### config.mk
export PLATFORM = sky130hd
export DESIGN_NAME = mod_n_down_flat
export DESIGN_NICKNAME = d
export VERILOG_FILES = /design/src/rtl/mod_n_down_if.sv /design/src/rtl/mod_n_down.sv /design/src/flat_wrapper.sv
export SDC_FILE = /design/constraint.sdc
export NUM_CORES = 1
export LEC_CHECK = 0
export BUFFER_PORTS_ARGS = -buffer_cell sky130_fd_sc_hd__buf_2
export CORE_MARGIN = 1.5
export CORE_UTILIZATION = 45
export CTS_CLUSTER_DIAMETER = 40
export DETAILED_ROUTE_END_ITERATION = 7
export PLACE_DENSITY = 0.81
export RECOVER_POWER = 50
export SETUP_SLACK_MARGIN = 0.3
export SLEW_MARGIN = 20
export SYNTH_ARGS = -nofsm -noshare
export SYNTH_HDL_FRONTEND = slang
export SYNTH_SLANG_ARGS = --single-unit
### constraint.sdc
create_clock -name clk -period 1.6 [get_ports clk]
set_input_delay 0.24 -clock clk [delete_from_list [all_inputs] [get_ports clk]]
set_output_delay 0.24 -clock clk [all_outputs]
set_load 0.02 [all_outputs]
### src/rtl/mod_n_down_if.sv
// Control/status bundle for the mod-N down counter: the master drives
// en/load/load_val, and the counter (slave) returns out/tc/wraps/done.
interface mod_n_down_if #(
    parameter int unsigned N = 17,
    parameter int unsigned W = $clog2(N)
);
    logic         en;
    logic         load;
    logic [W-1:0] load_val;
    logic [W-1:0] out;
    logic         tc;
    logic [7:0]   wraps;
    logic         done;

    modport master (
        output en, load, load_val,
        input  out, tc, wraps, done
    );

    modport slave (
        input  en, load, load_val,
        output out, tc, wraps, done
    );
endinterface

### src/rtl/mod_n_down.sv
// Modulo-N down counter (N-1 .. 0, wrap) with load clamp, tc pulse and wrap count.
// Define MOD_N_DOWN_ONESHOT_EN to stop at 0 and raise done instead of wrapping.
module mod_n_down #(
    parameter int unsigned N = 17,
    parameter int unsigned W = $clog2(N)
) (
    input  logic        clk,
    input  logic        rst,
    mod_n_down_if.slave bus
);
    localparam logic [W-1:0] MAX = W'(N - 1);

    logic [W-1:0] cnt_q, cnt_d;
    logic         tc_q, tc_d;
    logic [7:0]   wraps_q, wraps_d;
    logic [W-1:0] load_cnt;

    // Out-of-range loads clamp to the top of the count range.
    assign load_cnt = (bus.load_val > MAX) ? MAX : bus.load_val;

`ifdef MOD_N_DOWN_ONESHOT_EN
    typedef enum logic {
        ST_COUNT,
        ST_HALT
    } state_t;

    state_t state_q, state_d;

    always_ff @(posedge clk or posedge rst) begin
        if (rst) begin
            state_q <= ST_COUNT;
        end else begin
            state_q <= state_d;
        end
    end

    assign bus.done = (state_q == ST_HALT);
`else
    assign bus.done = 1'b0;
`endif

    always_ff @(posedge clk or posedge rst) begin
        if (rst) begin
            cnt_q   <= MAX;
            tc_q    <= 1'b0;
            wraps_q <= '0;
        end else begin
            cnt_q   <= cnt_d;
            tc_q    <= tc_d;
            wraps_q <= wraps_d;
        end
    end

    always_comb begin
        cnt_d   = cnt_q;
        tc_d    = 1'b0;
        wraps_d = wraps_q;
`ifdef MOD_N_DOWN_ONESHOT_EN
        state_d = state_q;
`endif
        if (bus.load) begin
            cnt_d = load_cnt;
`ifdef MOD_N_DOWN_ONESHOT_EN
            state_d = ST_COUNT;
`endif
        end else if (bus.en) begin
`ifdef MOD_N_DOWN_ONESHOT_EN
            // Halted: count sits at 0 until a load or reset.
            if (state_q == ST_COUNT) begin
                if (cnt_q == '0) begin
                    tc_d    = 1'b1;
                    wraps_d = wraps_q + 8'd1;
                    state_d = ST_HALT;
                end else begin
                    cnt_d = cnt_q - W'(1);
                end
            end
`else
            if (cnt_q == '0) begin
                cnt_d   = MAX;
                tc_d    = 1'b1;
                wraps_d = wraps_q + 8'd1;
            end else begin
                cnt_d = cnt_q - W'(1);
            end
`endif
        end
    end

    assign bus.out   = cnt_q;
    assign bus.tc    = tc_q;
    assign bus.wraps = wraps_q;

    a_out_in_range : assert property (@(posedge clk) cnt_q <= MAX);
    a_tc_single    : assert property (@(posedge clk) disable iff (rst) tc_q |=> !tc_q);
endmodule
### src/flat_wrapper.sv
// flat-port wrapper written by rule: the top's interface ports become plain ports
module mod_n_down_flat 
#(
    parameter int unsigned N = 17,
    parameter int unsigned W = $clog2(N)
)
  (clk, rst, bus_en, bus_load, bus_load_val, bus_out, bus_tc, bus_wraps, bus_done);
  mod_n_down_if #(.N(N), .W(W)) bus_i ();
  input  logic clk;
  input  logic rst;
  input wire logic [$bits(bus_i.en)-1:0] bus_en;
  input wire logic [$bits(bus_i.load)-1:0] bus_load;
  input wire logic [$bits(bus_i.load_val)-1:0] bus_load_val;
  output wire logic [$bits(bus_i.out)-1:0] bus_out;
  output wire logic [$bits(bus_i.tc)-1:0] bus_tc;
  output wire logic [$bits(bus_i.wraps)-1:0] bus_wraps;
  output wire logic [$bits(bus_i.done)-1:0] bus_done;
  assign bus_i.en = bus_en;
  assign bus_i.load = bus_load;
  assign bus_i.load_val = bus_load_val;
  assign bus_out = bus_i.out;
  assign bus_tc = bus_i.tc;
  assign bus_wraps = bus_i.wraps;
  assign bus_done = bus_i.done;
  mod_n_down #(.N(N), .W(W)) u_core (.clk(clk), .rst(rst), .bus(bus_i));
endmodule
## Word-level counts from Yosys, hierarchy flattened

Index checks and enable logic that the tools add are counted.

- Flip-flop bits (word level): 14
- Bits of input ports: 9
- Output and inout port bits: 15
- Logic and storage cells: 17

- $add $sub $neg: 2
- Magnitude comparators: 1
- Multiplexer cells: 7
- Bitwise logic cells: 1
- Reduce and logical (&&, ||, !) cells: 3

Operators with widths:

| kind | number |
|---|---|
| $mux W5 | 4 |
| $add A8 B1 Y8 const B | 1 |
| $gt A5 B5 Y1 const B | 1 |
| $logic_not A5 Y1 | 1 |
| $sub A5 B1 Y5 const B | 1 |
| $mux W1 | 3 |
| $reduce_and A3 Y1 | 1 |
| $reduce_bool A2 Y1 | 1 |
| $not A1 Y1 | 1 |

## Depth between registers and ports, before layout

Gate-level depths: netlist of run 1.

- Depth in word-level cells: 4
- Depth in mapped cells: 5
- Mapped depth without buffers: 5

## Worst setup path after synthesis of run 1

Ideal clock, no wire load.

- Path kind: reg-to-reg
- From: register u_core.cnt_q[0], in the netlist u_core.bus.out[0]
- To: register u_core.wraps_q[5], in the netlist u_core.bus.wraps[5]
- Library setup time: 0.129 ns
- Arrival: 1.435 ns
- Required time: 1.471 ns
- Path slack: 0.036 ns
- Cell stages (with the launch flop): 6
- Path buffers: 0
- Period minus slack after synthesis: 1.564 ns
- Cell sequence: dfrtp_1 > inv_1 > ha_1 > nor4bb_1 > nand4_1 > xnor2_1

- Cells in the longest elaborated chain, start to end: 2

RTL lines:

| what | line | RTL |
|---|---|---|
| start: declaration | mod_n_down.sv:13 | `logic [W-1:0] cnt_q, cnt_d;` |
| start signal: assignment | mod_n_down.sv:48 | `cnt_q <= cnt_d;` |
| $logic_not A5 Y1 | mod_n_down.sv:79 | `if (cnt_q == '0) begin` |
| $reduce_and A3 Y1 (no line) | - |  |
| end signal: assignment | mod_n_down.sv:50 | `wraps_q <= wraps_d;` |
| end: declaration | mod_n_down.sv:15 | `logic [7:0] wraps_q, wraps_d;` |

Every way passes these cells.
A chain may end at the register's enable or synchronous reset.

## Final worst setup path of run 1

- From: register u_core.cnt_q[0], in the netlist u_core.bus.out[0]
- To: register u_core.cnt_q[3], in the netlist u_core.bus.out[3]

- Cells in the longest elaborated chain, start to end: 4
- Elaborated cells on any way between the ends: 5
- Those cells by class: add/sub (1); mux (3); reduce/logical (1)

RTL lines:

| what | line | RTL |
|---|---|---|
| $sub A5 B1 Y5 / $logic_not A5 Y1 (equally long branches) | mod_n_down.sv:84, mod_n_down.sv:79 |  |
| $mux W5 (*) | mod_n_down.sv:79 |  |
| $mux W5 (*) | mod_n_down.sv:66 | `end else if (bus.en) begin` |
| $mux W5 (*) | mod_n_down.sv:61 | `if (bus.load) begin` |

Every way passes the cells marked *; elsewhere a longest branch is shown, timed or not. The select of a mux whose other input is x is not followed.

==> results of run 1 <==
kinds of logic (layout without fill, tap and decap cells):
kind of cell / after synthesis / in the layout / share of synthesized area (%)
fa+ha+maj: 2 / 2 / 3.45
other cells: 1 / 1 / 0.517
xor+xnor: 7 / 7 / 8.45
simple gates: 25 / 25 / 22.2
buf+inv: 8 / 42 / 4.65
flops: 14 / 14 / 48.4
compound gates: 10 / 10 / 9.31
mux: 2 / 2 / 2.93
worst paths after layout:
kind                                                   end  depth (start not counted)
hold / removal               u_core.bus.out[2]$_DFFE_PP0P_                          3
setup reg to reg             u_core.bus.out[3]$_DFFE_PP0P_                          3
hold reg to reg            u_core.bus.wraps[7]$_DFFE_PP0P_                          1
setup / recovery             u_core.bus.out[3]$_DFFE_PP0P_                          3
min in group asynchronous  u_core.bus.wraps[6]$_DFFE_PP0P_                          3
max in group asynchronous    u_core.bus.out[1]$_DFFE_PP0P_                          3
repair_timing:
item                       CTS  global route
hold buffers                 1             0
resized for setup            4             3
setup endpoints to repair   12            13
buffers inserted             4             3
gates cloned                 0             0
hold endpoints to repair    13             0
cell type report:
class / instances / area, µm² / area share [%]
Clock buffer: 4 / 36.3 / 3.59
Inverter: 6 / 22.5 / 2.23
Multi-Input combinational cell: 47 / 390 / 38.7
Sequential cell: 14 / 355 / 35.2
Tap cell: 16 / 20.0 / 1.98
Timing Repair Buffer: 32 / 185 / 18.3
routing by layer:
layer / vias up / share of wire (%)
li1: 313 / -
met1: 314 / 40
met2: 23 / 53
met3: 2 / 6.4
met4: 0 / 0.90
met5: - / 0
worst min-delay path: cells and delay by family:
kind	cells	cell delay, ns
compound gates	1	0.07
buf+inv	1	0.08
simple gates	1	0.07
placed cells by master (no fill, tap or decap), drive strengths merged, types with 2 or more instances in the layout:
| cell | netlist | routed |
|---|---|---|
| nor3 | 2 | 2 |
| xnor2 | 7 | 7 |
| nand2 | 3 | 3 |
| ha | 2 | 2 |
| inv | 6 | 6 |
| dfrtp | 13 | 13 |
| nand4 | 4 | 4 |
| o21ai | 3 | 3 |
| nand3 | 3 | 3 |
| nand2b | 2 | 2 |
| a21oi | 2 | 2 |
| buf | 1 | 24 |
| clkbuf | 1 | 11 |
| nor4bb | 2 | 2 |
flip-flops by register name, summed over array words and instances (netlist names):
register and flops:
u_core.bus.tc 1, u_core.bus.wraps 8, u_core.bus.out 5
power breakdown:
part	internal (W)	switching (W)
sequential	0.000399	0.0000595
combinational	0.000141	0.000151
clock	0.000138	0.000112
per-stage QoR:
step | area, µm² | total power, W | instances | hold slack [ns]
floorplan | 753 | 0.000618 | 69 | 0.128
global placement | 887 | 0.000699 | 107 | 0.294
detailed placement | 887 | 0.000709 | 107 | 0.299
CTS | 981 | 0.000981 | 116 | 0.203
global route | 1010 | 0.00106 | 119 | 0.218
finish | 1010 | 0.00100 | 119 | 0.214
==> flow_summary_export.csv, run 1 <==
group,metric,value,unit
run_status,run_status,"complete, no violations",
placement,worst_case_setup_slack_after_placement,0.0871,ns
layout,number_of_antenna_cells_inserted,0,
floorplanning,dieWidth,43.2,µm
synthesis,netlist.top_cell.by_area,"sky130_fd_sc_hd__dfrtp_1",
flow_run,maxCapViolations,0,
synthesis,synth.lib_cells_used.distinct,32,
floorplanning,ioPinCount,24,
worst_setup_path,cp_data_required_time,1.80,ns
routing,initialDrtViolationCount,16,
worst_setup_path,timing.critical_path.fanout_max,4,
synthesis,synth_top_cells_by_count,"13 x sky130_fd_sc_hd__dfrtp_1, 7 x sky130_fd_sc_hd__xnor2_1, 6 x sky130_fd_sc_hd__inv_1, 4 x sky130_fd_sc_hd__nand4_1",
global_route,grt_use_met1,19.2,%
cts,maximum_number_of_buffers_from_clock_root_to_sink,2,
synthesis,mappedNetlistArea,726,µm²
cts,clock_sink_count,14,
global_route,pin_count_of_the_biggest_net_entering_global_routing,15,
power_and_ir_drop,p_leak,0.488,nW
worst_setup_path,cells_along_the_critical_path,"or4b_4, or3_1, a22oi_1",
global_route,gr-usage-met2,33.1,%
layout,finish.utilization,67.0,%
routing,route.detailed.vias_per_inst,5.48,
cts,cts_made_buffers,3,
cts,tritoncts,"done",
timing,report.final.hold_viol_count,0,
timing,slew_headroom,64.8,%
synthesis,sequential_fraction_of_the_synthesis_area,48.4,%
synthesis,synth_async_sr_flop_share,100,%
synthesis,synth_top_flop_cell,"sky130_fd_sc_hd__dfrtp_1",
routing,detail_route.wirelength,1560,µm
timing,unrepaired_setup_endpoints_after_global_routing,"yes",
cts,cts_root_buffer,"sky130_fd_sc_hd__clkbuf_4",
global_route,grt_util_all_layers,18.3,%
cts,clock_insertion_delay_worst_skew,0.27,ns
synthesis,syn_nets,80,
timing,min_period,1.53,ns
worst_setup_path,critical_path.startpoint,"u_core.bus.out[0]$_DFFE_PP0P_",
timing,timing_worst_slew_pin_value,0.528,ns
routing,num_vias,652,
global_route,grt_pass1_vias,618,
power_and_ir_drop,power_density,991,nW/µm²
timing,final-setup-viol-count,0,
power_and_ir_drop,power.ir.vdd_worst,0.000569,V
worst_setup_path,critPathTopFamily,"simple AND/OR/NAND/NOR gates",
routing,antenna_violating_nets_post_route,0,
routing,wl_per_cell,13.1,µm
worst_setup_path,worstSetupStartpointType,"flip-flop",
floorplanning,initial_core_util,48.2,%
worst_setup_path,arrival,1.72,ns
routing,drtPass1Iterations,4,
floorplanning,core_area,1510,µm²
layout,final_nets,115,
timing,fin_skew,0.00278,ns
synthesis,synth_edf_count,0,
timing,finalWorstSetupSlack,0.0731,ns
cts,path_clk_slew,0.09,ns
global_route,grt-ovfl-total,0,
worst_setup_path,path_buf_inv,0,
timing,fmaxAchievable,655,MHz
worst_setup_path,timing.critical_path.slowest_stage_cell,"sky130_fd_sc_hd__or4b_4",
worst_setup_path,r2r_start,"u_core.bus.out[0]$_DFFE_PP0P_",
synthesis,post_synth.cell_area_avg,10.5,µm²
floorplanning,row_count,14,
cts,htreeDepth,1,
placement,total_half_perimeter_wirelength_after_legalization_and_detailed_placement,1060,µm
worst_setup_path,worst-setup-path-type,"flip-flop to flip-flop",
placement,place.port_buffers,22,
placement,gp_routability_congestion,0.766,
hold_path,worst_hold_path_type,"primary input to flip-flop",
hold_path,timing.hold.worst.start,"bus_load_val[2]",
floorplanning,dieArea,1860,µm²
global_route,grt_most_used_layer,"met2",
synthesis,synth-seq-cells,14,
global_route,antenna_found_initial,0,
synthesis,synthTopCellsByArea,"sky130_fd_sc_hd__dfrtp_1 45%, sky130_fd_sc_hd__xnor2_1 8.4%, sky130_fd_sc_hd__dfstp_2 3.6%, sky130_fd_sc_hd__ha_1 3.4%, sky130_fd_sc_hd__nand4_1 3.4%",
worst_setup_path,crit_path_max_incr_delay,0.54,ns
timing,timing.final.crit_share,95.4,%
floorplanning,chipHeight,43.2,µm
synthesis,yosys.cell_count.top_type,"sky130_fd_sc_hd__dfrtp_1",
layout,area_growth_syn_to_layout,39.1,%
timing,max_slew_violation_count,0,
layout,final_layout_size_suffix_gt1_share,37.9,%
synthesis,synth_largest_type_area_fraction,44.8,%
global_route,grtUsageMet3,4.68,%
global_route,grt_first_pass_wirelength,2500,µm
synthesis,ys.warnings.count,0,
worst_setup_path,crit_path_end_kind,"flip-flop",
worst_setup_path,setup.reg_to_reg.worst_slack,0.07,ns
layout,num-fill-cells,121,
timing,setup-tns-final,0,ns
routing,drcViolationCount,0,
synthesis,synth_cells,69,
No activity file was read; power rests on OpenSTA's default activity.
==> inputs of run 2 (changes only) <==
--- a/config.mk
+++ b/config.mk
@@ -7,11 +7,12 @@
 export LEC_CHECK = 0
 export BUFFER_PORTS_ARGS = -buffer_cell sky130_fd_sc_hd__buf_2
 export CORE_MARGIN = 1.5
-export CORE_UTILIZATION = 45
+export CORE_UTILIZATION = 40
 export CTS_CLUSTER_DIAMETER = 40
 export DETAILED_ROUTE_END_ITERATION = 7
-export PLACE_DENSITY = 0.81
+export PLACE_DENSITY = 0.75
 export RECOVER_POWER = 50
+export REMOVE_ABC_BUFFERS = 1
 export SETUP_SLACK_MARGIN = 0.3
 export SLEW_MARGIN = 20
 export SYNTH_ARGS = -nofsm -noshare
==> run 2 against run 1 <==
Net effect: largest power group unchanged; wire length increased by 10%; flip-flop and latch count unchanged; maximum frequency increased by 0.66%; register-to-register slack about the same; critical endpoint unchanged; hold slack got worse by 0.013 ns; highest routed layer is now met3; sequential power about the same; non-clock buffer count unchanged; core utilization decreased by 4.8 points; via count decreased by 2.5%.
==> flow_summary_export.csv, run 2 (synthesis results as in run 1) <==
group,metric,value,unit
run_status,run_status,"complete, no violations",
worst_setup_path,worstSetupStartpointType,"flip-flop",
timing,timing.final.crit_share,94.8,%
layout,final_layout_size_suffix_gt1_share,42.7,%
routing,drtPass1Iterations,4,
cts,clock_sink_count,14,
layout,most-common-layout-cells,"14 x sky130_fd_sc_hd__buf_2, 12 x sky130_fd_sc_hd__dfrtp_1, 7 x sky130_fd_sc_hd__clkbuf_1, 6 x sky130_fd_sc_hd__buf_4, 5 x sky130_fd_sc_hd__xnor2_1",
layout,layoutNonFillerInstCount,128,
worst_setup_path,path_buf_inv,0,
worst_setup_path,arrival,1.72,ns
power_and_ir_drop,power.ir.vdd_worst,0.000644,V
timing,final_worst_hold_slack,0.200,ns
worst_setup_path,critPathTopFamily,"simple AND/OR/NAND/NOR gates",
routing,drcViolationCount,0,
layout,finish.utilization,62.3,%
floorplanning,core_area,1710,µm²
power_and_ir_drop,p_leak,0.505,nW
global_route,grt_pass1_vias,578,
global_route,grt-ovfl-total,0,
timing,fmaxAchievable,659,MHz
worst_setup_path,crit_path_max_incr_delay,0.54,ns
global_route,pin_count_of_the_biggest_net_entering_global_routing,15,
cts,path_clk_slew,0.08,ns
worst_setup_path,timing.critical_path.fanout_max,4,
power_and_ir_drop,power_density,975,nW/µm²
timing,max_slew_violation_count,0,
timing,report.final.hold_viol_count,0,
worst_setup_path,crit_path_end_kind,"flip-flop",
layout,largest_register_ffs,8,
timing,timing_worst_slew_pin_value,0.510,ns
floorplanning,initial_core_util,42.5,%
routing,wl_per_cell,13.4,µm
worst_setup_path,cells_along_the_critical_path,"or4b_1, or3_1, a22oi_1",
placement,gp_routability_congestion,0.778,
global_route,grt_util_all_layers,16.7,%
routing,route.top_layer_used,"met3",
cts,htreeDepth,1,
routing,dr_wl_met2,880,µm
timing,slew_headroom,66.0,%
flow_run,maxCapViolations,0,
routing,route.detailed.vias_per_inst,4.97,
placement,placedCellCount,118,
cts,tritoncts,"done",
layout,number_of_antenna_cells_inserted,0,
routing,num_vias,636,
layout,final_nets,115,
floorplanning,chipHeight,45.6,µm
global_route,antenna_found_initial,0,
routing,antenna_violating_nets_post_route,0,
timing,unrepaired_setup_endpoints_after_global_routing,"yes",
routing,dr_wl_met3,96,µm
cts,cts_root_buffer,"sky130_fd_sc_hd__clkbuf_4",
floorplanning,row_count,15,
floorplanning,dieArea,2080,µm²
global_route,grt_first_pass_wirelength,2500,µm
routing,detail_route.wirelength,1710,µm
routing,initialDrtViolationCount,7,
cts,clock_insertion_delay_worst_skew,0.28,ns
worst_setup_path,worst-setup-path-type,"flip-flop to flip-flop",
timing,min_period,1.52,ns
cts,maximum_number_of_buffers_from_clock_root_to_sink,2,
timing,fin_skew,0.00389,ns
floorplanning,ioPinCount,24,
worst_setup_path,timing.critical_path.slowest_stage_cell,"sky130_fd_sc_hd__or4b_1",
layout,layout.cells.most_common,"sky130_fd_sc_hd__buf_2",
routing,routedLengthMet1,737,µm
layout,area_growth_syn_to_layout,46.6,%
hold_path,worst_hold_path_type,"primary input to flip-flop",
floorplanning,dieWidth,45.6,µm
placement,place.port_buffers,22,
worst_setup_path,cp_data_required_time,1.80,ns
timing,final-setup-viol-count,0,
cts,cts_made_buffers,3,
## run 2: cell types whose count changed in the layout (fill, tap and decap cells not counted), moves of 2 or more
cell / previous run / this run
sky130_fd_sc_hd__buf_4: 9 / 6
sky130_fd_sc_hd__buf_6: 1 / 4
sky130_fd_sc_hd__dfrtp_1: 10 / 12
sky130_fd_sc_hd__dfrtp_2: 3 / 1
sky130_fd_sc_hd__inv_1: 6 / 4
sky130_fd_sc_hd__inv_2: 0 / 2
sky130_fd_sc_hd__nand3_1: 3 / 1
sky130_fd_sc_hd__xnor2_1: 7 / 5
sky130_fd_sc_hd__xnor2_2: 0 / 2
## run 2: final cells by class
cell class                      instances  area, µm²
Inverter                                6       22.5
Timing Repair Buffer                   32        196
Clock buffer                            4       36.3
Sequential cell                        14        353
Tap cell                               25       31.3
Fill cell                             135        644
Multi-Input combinational cell         47        424
## run 2: where the power goes
part | total [W] | switching, W | leakage, nW | internal, W
Sequential | 0.000459 | 0.0000611 | 0.181 | 0.000398
Clock | 0.000253 | 0.000115 | 0.0210 | 0.000138
Combinational | 0.000325 | 0.000165 | 0.304 | 0.000160
## run 2: repair_timing
action,CTS,global route
setup endpoints to repair,13,15
endpoints found under the hold margin,13,0
buffers inserted,2,3
gates resized for setup,7,18
hold buffers,1,0
pin swaps,3,9
cloned,0,0
## run 2: through the flow
stage	power, W	setup WS, ns	instance area (µm²)	TNS [ns]
2_1_floorplan	0.000601	0.0360	714	0
3_3_place_gp	0.000687	0.0872	886	0
3_5_place_dp	0.000699	-0.0262	886	-0.0262
4_1_cts	0.000979	0.100	977	0
5_1_grt	0.00109	0.0291	1060	0
6_report	0.00104	0.0831	1060	0
## run 2: path summary, 6_finish.rpt
path	start	endpoint	slack [ns]	cells past startpoint
setup / recovery	u_core.bus.out[1]$_DFFE_PP0P_	u_core.bus.out[3]$_DFFE_PP0P_	0.08	3
hold / removal	bus_load_val[3]	u_core.bus.out[3]$_DFFE_PP0P_	0.20	3
setup reg to reg	u_core.bus.out[1]$_DFFE_PP0P_	u_core.bus.out[3]$_DFFE_PP0P_	0.08	3
hold reg to reg	u_core.bus.wraps[7]$_DFFE_PP0P_	u_core.bus.wraps[7]$_DFFE_PP0P_	0.48	1
max in group asynchronous	rst	u_core.bus.out[2]$_DFFE_PP0P_	0.71	3
min in group asynchronous	rst	u_core.bus.wraps[1]$_DFFE_PP0P_	0.52	3
## run 2: per-layer routing
| metal | up-vias | track usage, % |
|---|---|---|
| li1 | 314 | - |
| met1 | 299 | 19.3 |
| met2 | 23 | 29.3 |
| met3 | 0 | 5.95 |
| met4 | 0 | 3.53 |
| met5 | - | 0 |
## run 2: worst min-delay path, cell delays in order
cell and delay [ns]:
sky130_fd_sc_hd__buf_2 0.09, sky130_fd_sc_hd__nand2b_1 0.05, sky130_fd_sc_hd__a22oi_1 0.05
==> inputs of run 3 (changes only) <==
--- a/config.mk
+++ b/config.mk
@@ -5,12 +5,13 @@
 export SDC_FILE = /design/constraint.sdc
 export NUM_CORES = 1
 export LEC_CHECK = 0
+export ABC_AREA = 1
 export BUFFER_PORTS_ARGS = -buffer_cell sky130_fd_sc_hd__buf_2
 export CORE_MARGIN = 1.5
 export CORE_UTILIZATION = 40
 export CTS_CLUSTER_DIAMETER = 40
 export DETAILED_ROUTE_END_ITERATION = 7
-export PLACE_DENSITY = 0.75
+export PLACE_DENSITY = 0.73
 export RECOVER_POWER = 50
 export REMOVE_ABC_BUFFERS = 1
 export SETUP_SLACK_MARGIN = 0.3
==> run 3 against run 2 <==
Net effect: the run now ends with negative hold slack left; sequential share of layout area increased by 0.078 points; sequential power increased by 7.2%; power increased by 8.9%; synthesized cell count increased by 80%; maximum frequency increased by 9.6%; global-route usage about the same; cell count increased by 40%; clock skew increased by 0.0025 ns; worst setup slack improved by 0.13 ns; critical path depth increased by 5; critical path type unchanged; critical endpoint is now u_core.bus.wraps[6]$_DFFE_PP0P_; highest routed layer is now met4.
==> flow_summary_export.csv, run 3 <==
group,metric,value,unit
cts,clock_insertion_delay_worst_skew,0.28,ns
timing,report.final.hold_viol_count,13,
worst_setup_path,setup.reg_to_reg.worst_slack,0.22,ns
routing,num_vias,851,
global_route,grt_first_pass_wirelength,3200,µm
global_route,antenna_found_initial,0,
layout,largest_register_ffs,8,
cts,maximum_number_of_buffers_from_clock_root_to_sink,2,
layout,layout.cells.most_common,"sky130_fd_sc_hd__nand2_1",
synthesis,synth_async_sr_flop_share,100,%
timing,min_period,1.38,ns
synthesis,netlist.top_cell.by_area,"sky130_fd_sc_hd__dfrtp_1",
worst_setup_path,worst-setup-path-type,"flip-flop to flip-flop",
placement,place.port_buffers,22,
floorplanning,ioPinCount,24,
synthesis,synth_cells,124,
timing,max_slew_violation_count,0,
global_route,grt-ovfl-total,0,
timing,setup-tns-final,0,ns
power_and_ir_drop,power.ir.vdd_worst,0.000689,V
cts,clock_sink_count,14,
worst_setup_path,arrival,1.60,ns
synthesis,mappedNetlistArea,858,µm²
global_route,grt_pass1_vias,777,
synthesis,synth_top_flop_cell,"sky130_fd_sc_hd__dfrtp_1",
cts,tritoncts,"done",
timing,slew_headroom,63.3,%
synthesis,synth_top_cells_by_count,"53 x sky130_fd_sc_hd__nand2_1, 20 x sky130_fd_sc_hd__inv_1, 13 x sky130_fd_sc_hd__dfrtp_1, 9 x sky130_fd_sc_hd__nor2_1, 6 x sky130_fd_sc_hd__nand3_1",
hold_path,worst_hold_path_type,"primary input to asynchronous set/reset pin",
placement,total_half_perimeter_wirelength_after_legalization_and_detailed_placement,1470,µm
timing,fin_skew,0.00635,ns
synthesis,synthTopCellsByArea,"sky130_fd_sc_hd__dfrtp_1 38%, sky130_fd_sc_hd__nand2_1 23%, sky130_fd_sc_hd__inv_1 8.7%, sky130_fd_sc_hd__nor2_1 3.9%, sky130_fd_sc_hd__nand3_1 3.5%",
synthesis,synth.lib_cells_used.distinct,20,
timing,final-setup-viol-count,0,
flow_run,maxCapViolations,0,
worst_setup_path,timing.critical_path.fanout_max,8,
timing,fmaxAchievable,723,MHz
synthesis,post_synth.cell_area_avg,6.92,µm²
layout,area_growth_syn_to_layout,23.6,%
synthesis,ys.warnings.count,0,
routing,initialDrtViolationCount,12,
timing,unrepaired_setup_endpoints_after_global_routing,"yes",
worst_setup_path,cp_data_required_time,1.82,ns
cts,cts_made_buffers,3,
floorplanning,initial_core_util,43.3,%
layout,final_nets,164,
floorplanning,row_count,16,
worst_setup_path,reg2regPathDepth,8,
synthesis,synth_edf_count,0,
layout,final_layout_size_suffix_gt1_share,22.4,%
routing,drtPass1Iterations,5,
run_status,run_status,"finished, violations left",
placement,gp_routability_congestion,0.761,
routing,wl_per_cell,11.3,µm
worst_setup_path,crit_path_end_kind,"flip-flop",
synthesis,yosys.cell_count.top_type,"sky130_fd_sc_hd__nand2_1",
cts,path_clk_slew,0.09,ns
layout,most-common-layout-cells,"52 x sky130_fd_sc_hd__nand2_1, 18 x sky130_fd_sc_hd__inv_1, 16 x sky130_fd_sc_hd__buf_2, 12 x sky130_fd_sc_hd__dfrtp_1, 9 x sky130_fd_sc_hd__nor2_1",
timing,timing.final.crit_share,86.5,%
timing,final_worst_hold_slack,-0.0125,ns
worst_setup_path,r2r_start,"u_core.bus.out[0]$_DFFE_PP0P_",
cts,cts_root_buffer,"sky130_fd_sc_hd__clkbuf_4",
cts,htreeDepth,1,
floorplanning,chipHeight,49.3,µm
layout,number_of_antenna_cells_inserted,0,
synthesis,synth-seq-cells,14,
floorplanning,dieArea,2430,µm²
timing,timing_worst_slew_pin_value,0.551,ns
run_status,violations,"negative hold slack",
routing,antenna_violating_nets_post_route,0,
global_route,grt_util_all_layers,16.7,%
worst_setup_path,timing.rr.end,"u_core.bus.wraps[6]$_DFFE_PP0P_",
power_and_ir_drop,p_leak,0.624,nW
global_route,pin_count_of_the_biggest_net_entering_global_routing,15,
synthesis,sequential_fraction_of_the_synthesis_area,41.0,%
floorplanning,core_area,1980,µm²
worst_setup_path,worstSetupStartpointType,"flip-flop",
power_and_ir_drop,power_density,1060,nW/µm²
routing,route.detailed.vias_per_inst,4.75,
routing,drcViolationCount,0,
synthesis,synth_largest_type_area_fraction,37.9,%
routing,detail_route.wirelength,2030,µm
floorplanning,dieWidth,49.3,µm
[run 3: cells by family (layout without fill, tap and decap cells)]
kind of cell    after synthesis  in the layout  share of synthesized area (%)
fa+ha+maj                     2              2                           2.91
simple gates                 77             78                           39.1
other cells                   1              1                          0.437
flops                        14             14                           41.0
xor+xnor                      3              3                           3.06
buf+inv                      22             49                           10.6
compound gates                5              5                           2.91
[run 3: metrics by stage]
stage | util (%) | power, W | worst slack (ns) | instances | area (µm²)
2_1_floorplan | - | 0.000729 | 0.256 | 123 | 851
3_3_place_gp | 50.2 | 0.000834 | 0.315 | 172 | 995
3_5_place_dp | 50.2 | 0.000842 | 0.231 | 172 | 995
4_1_cts | 52.7 | 0.00111 | 0.320 | 176 | 1040
5_1_grt | 53.5 | 0.00119 | 0.144 | 179 | 1060
6_report | 53.5 | 0.00113 | 0.216 | 179 | 1060
[run 3: worst max path at each step]
stage / startpoint / depth (start not counted) / end / slack [ns]
3_5_place_dp: u_core.bus.out[0]$_DFFE_PP0P_ / 8 / u_core.bus.wraps[3]$_DFFE_PP0P_ / 0.23
6_report: u_core.bus.out[0]$_DFFE_PP0P_ / 8 / u_core.bus.wraps[6]$_DFFE_PP0P_ / 0.22
4_1_cts: u_core.bus.out[0]$_DFFE_PP0P_ / 8 / u_core.bus.wraps[6]$_DFFE_PP0P_ / 0.32
2_1_floorplan: u_core.bus.out[0]$_DFFE_PP0P_ / 7 / u_core.bus.wraps[2]$_DFFE_PP0P_ / 0.26
3_3_place_gp: u_core.bus.out[0]$_DFFE_PP0P_ / 7 / u_core.bus.wraps[6]$_DFFE_PP0P_ / 0.31
5_1_grt: u_core.bus.out[0]$_DFFE_PP0P_ / 8 / u_core.bus.wraps[3]$_DFFE_PP0P_ / 0.14
[run 3: report_power, final]
group	leakage (nW)	switching (W)	total [W]	internal, W
Sequential	0.181	0.0000773	0.000492	0.000415
Clock	0.0210	0.000120	0.000258	0.000138
Combinational	0.422	0.000239	0.000379	0.000140
[run 3: cell type report]
cell class,count,area (µm²)
flip-flops and latches,14,353
repair buffers,24,118
well taps,27,33.8
inverters,21,83.8
multi-input cells,89,437
fillers,209,921
clock buffers,4,36.3
[run 3: routing by layer]
layer | part of all wire, % | vias up | track usage [%]
met3 | 4.7 | 2 | 3.07
met5 | 0 | - | 0
met4 | 0.39 | 0 | 5.24
met1 | 42 | 391 | 19.4
li1 | - | 433 | -
met2 | 53 | 25 | 30.4
[run 3: repair_timing]
action                                  in CTS  in global routing
hold buffers                                 0                  0
cloned                                       0                  1
pin swaps                                    0                  4
buffers inserted                             0                  2
resized for setup                            3                  5
endpoints found under the setup margin      11                  8
[run 3: worst max-delay path, stage by stage, from the launching register on]
cell and delay (ns):
sky130_fd_sc_hd__dfrtp_1 0.41, sky130_fd_sc_hd__inv_2 0.07, sky130_fd_sc_hd__ha_1 0.26, sky130_fd_sc_hd__nand3_4 0.12, sky130_fd_sc_hd__nor2_4 0.17, sky130_fd_sc_hd__nand2_4 0.09
sky130_fd_sc_hd__clkinv_4 0.09, sky130_fd_sc_hd__nand2_1 0.05, sky130_fd_sc_hd__nand2_1 0.06
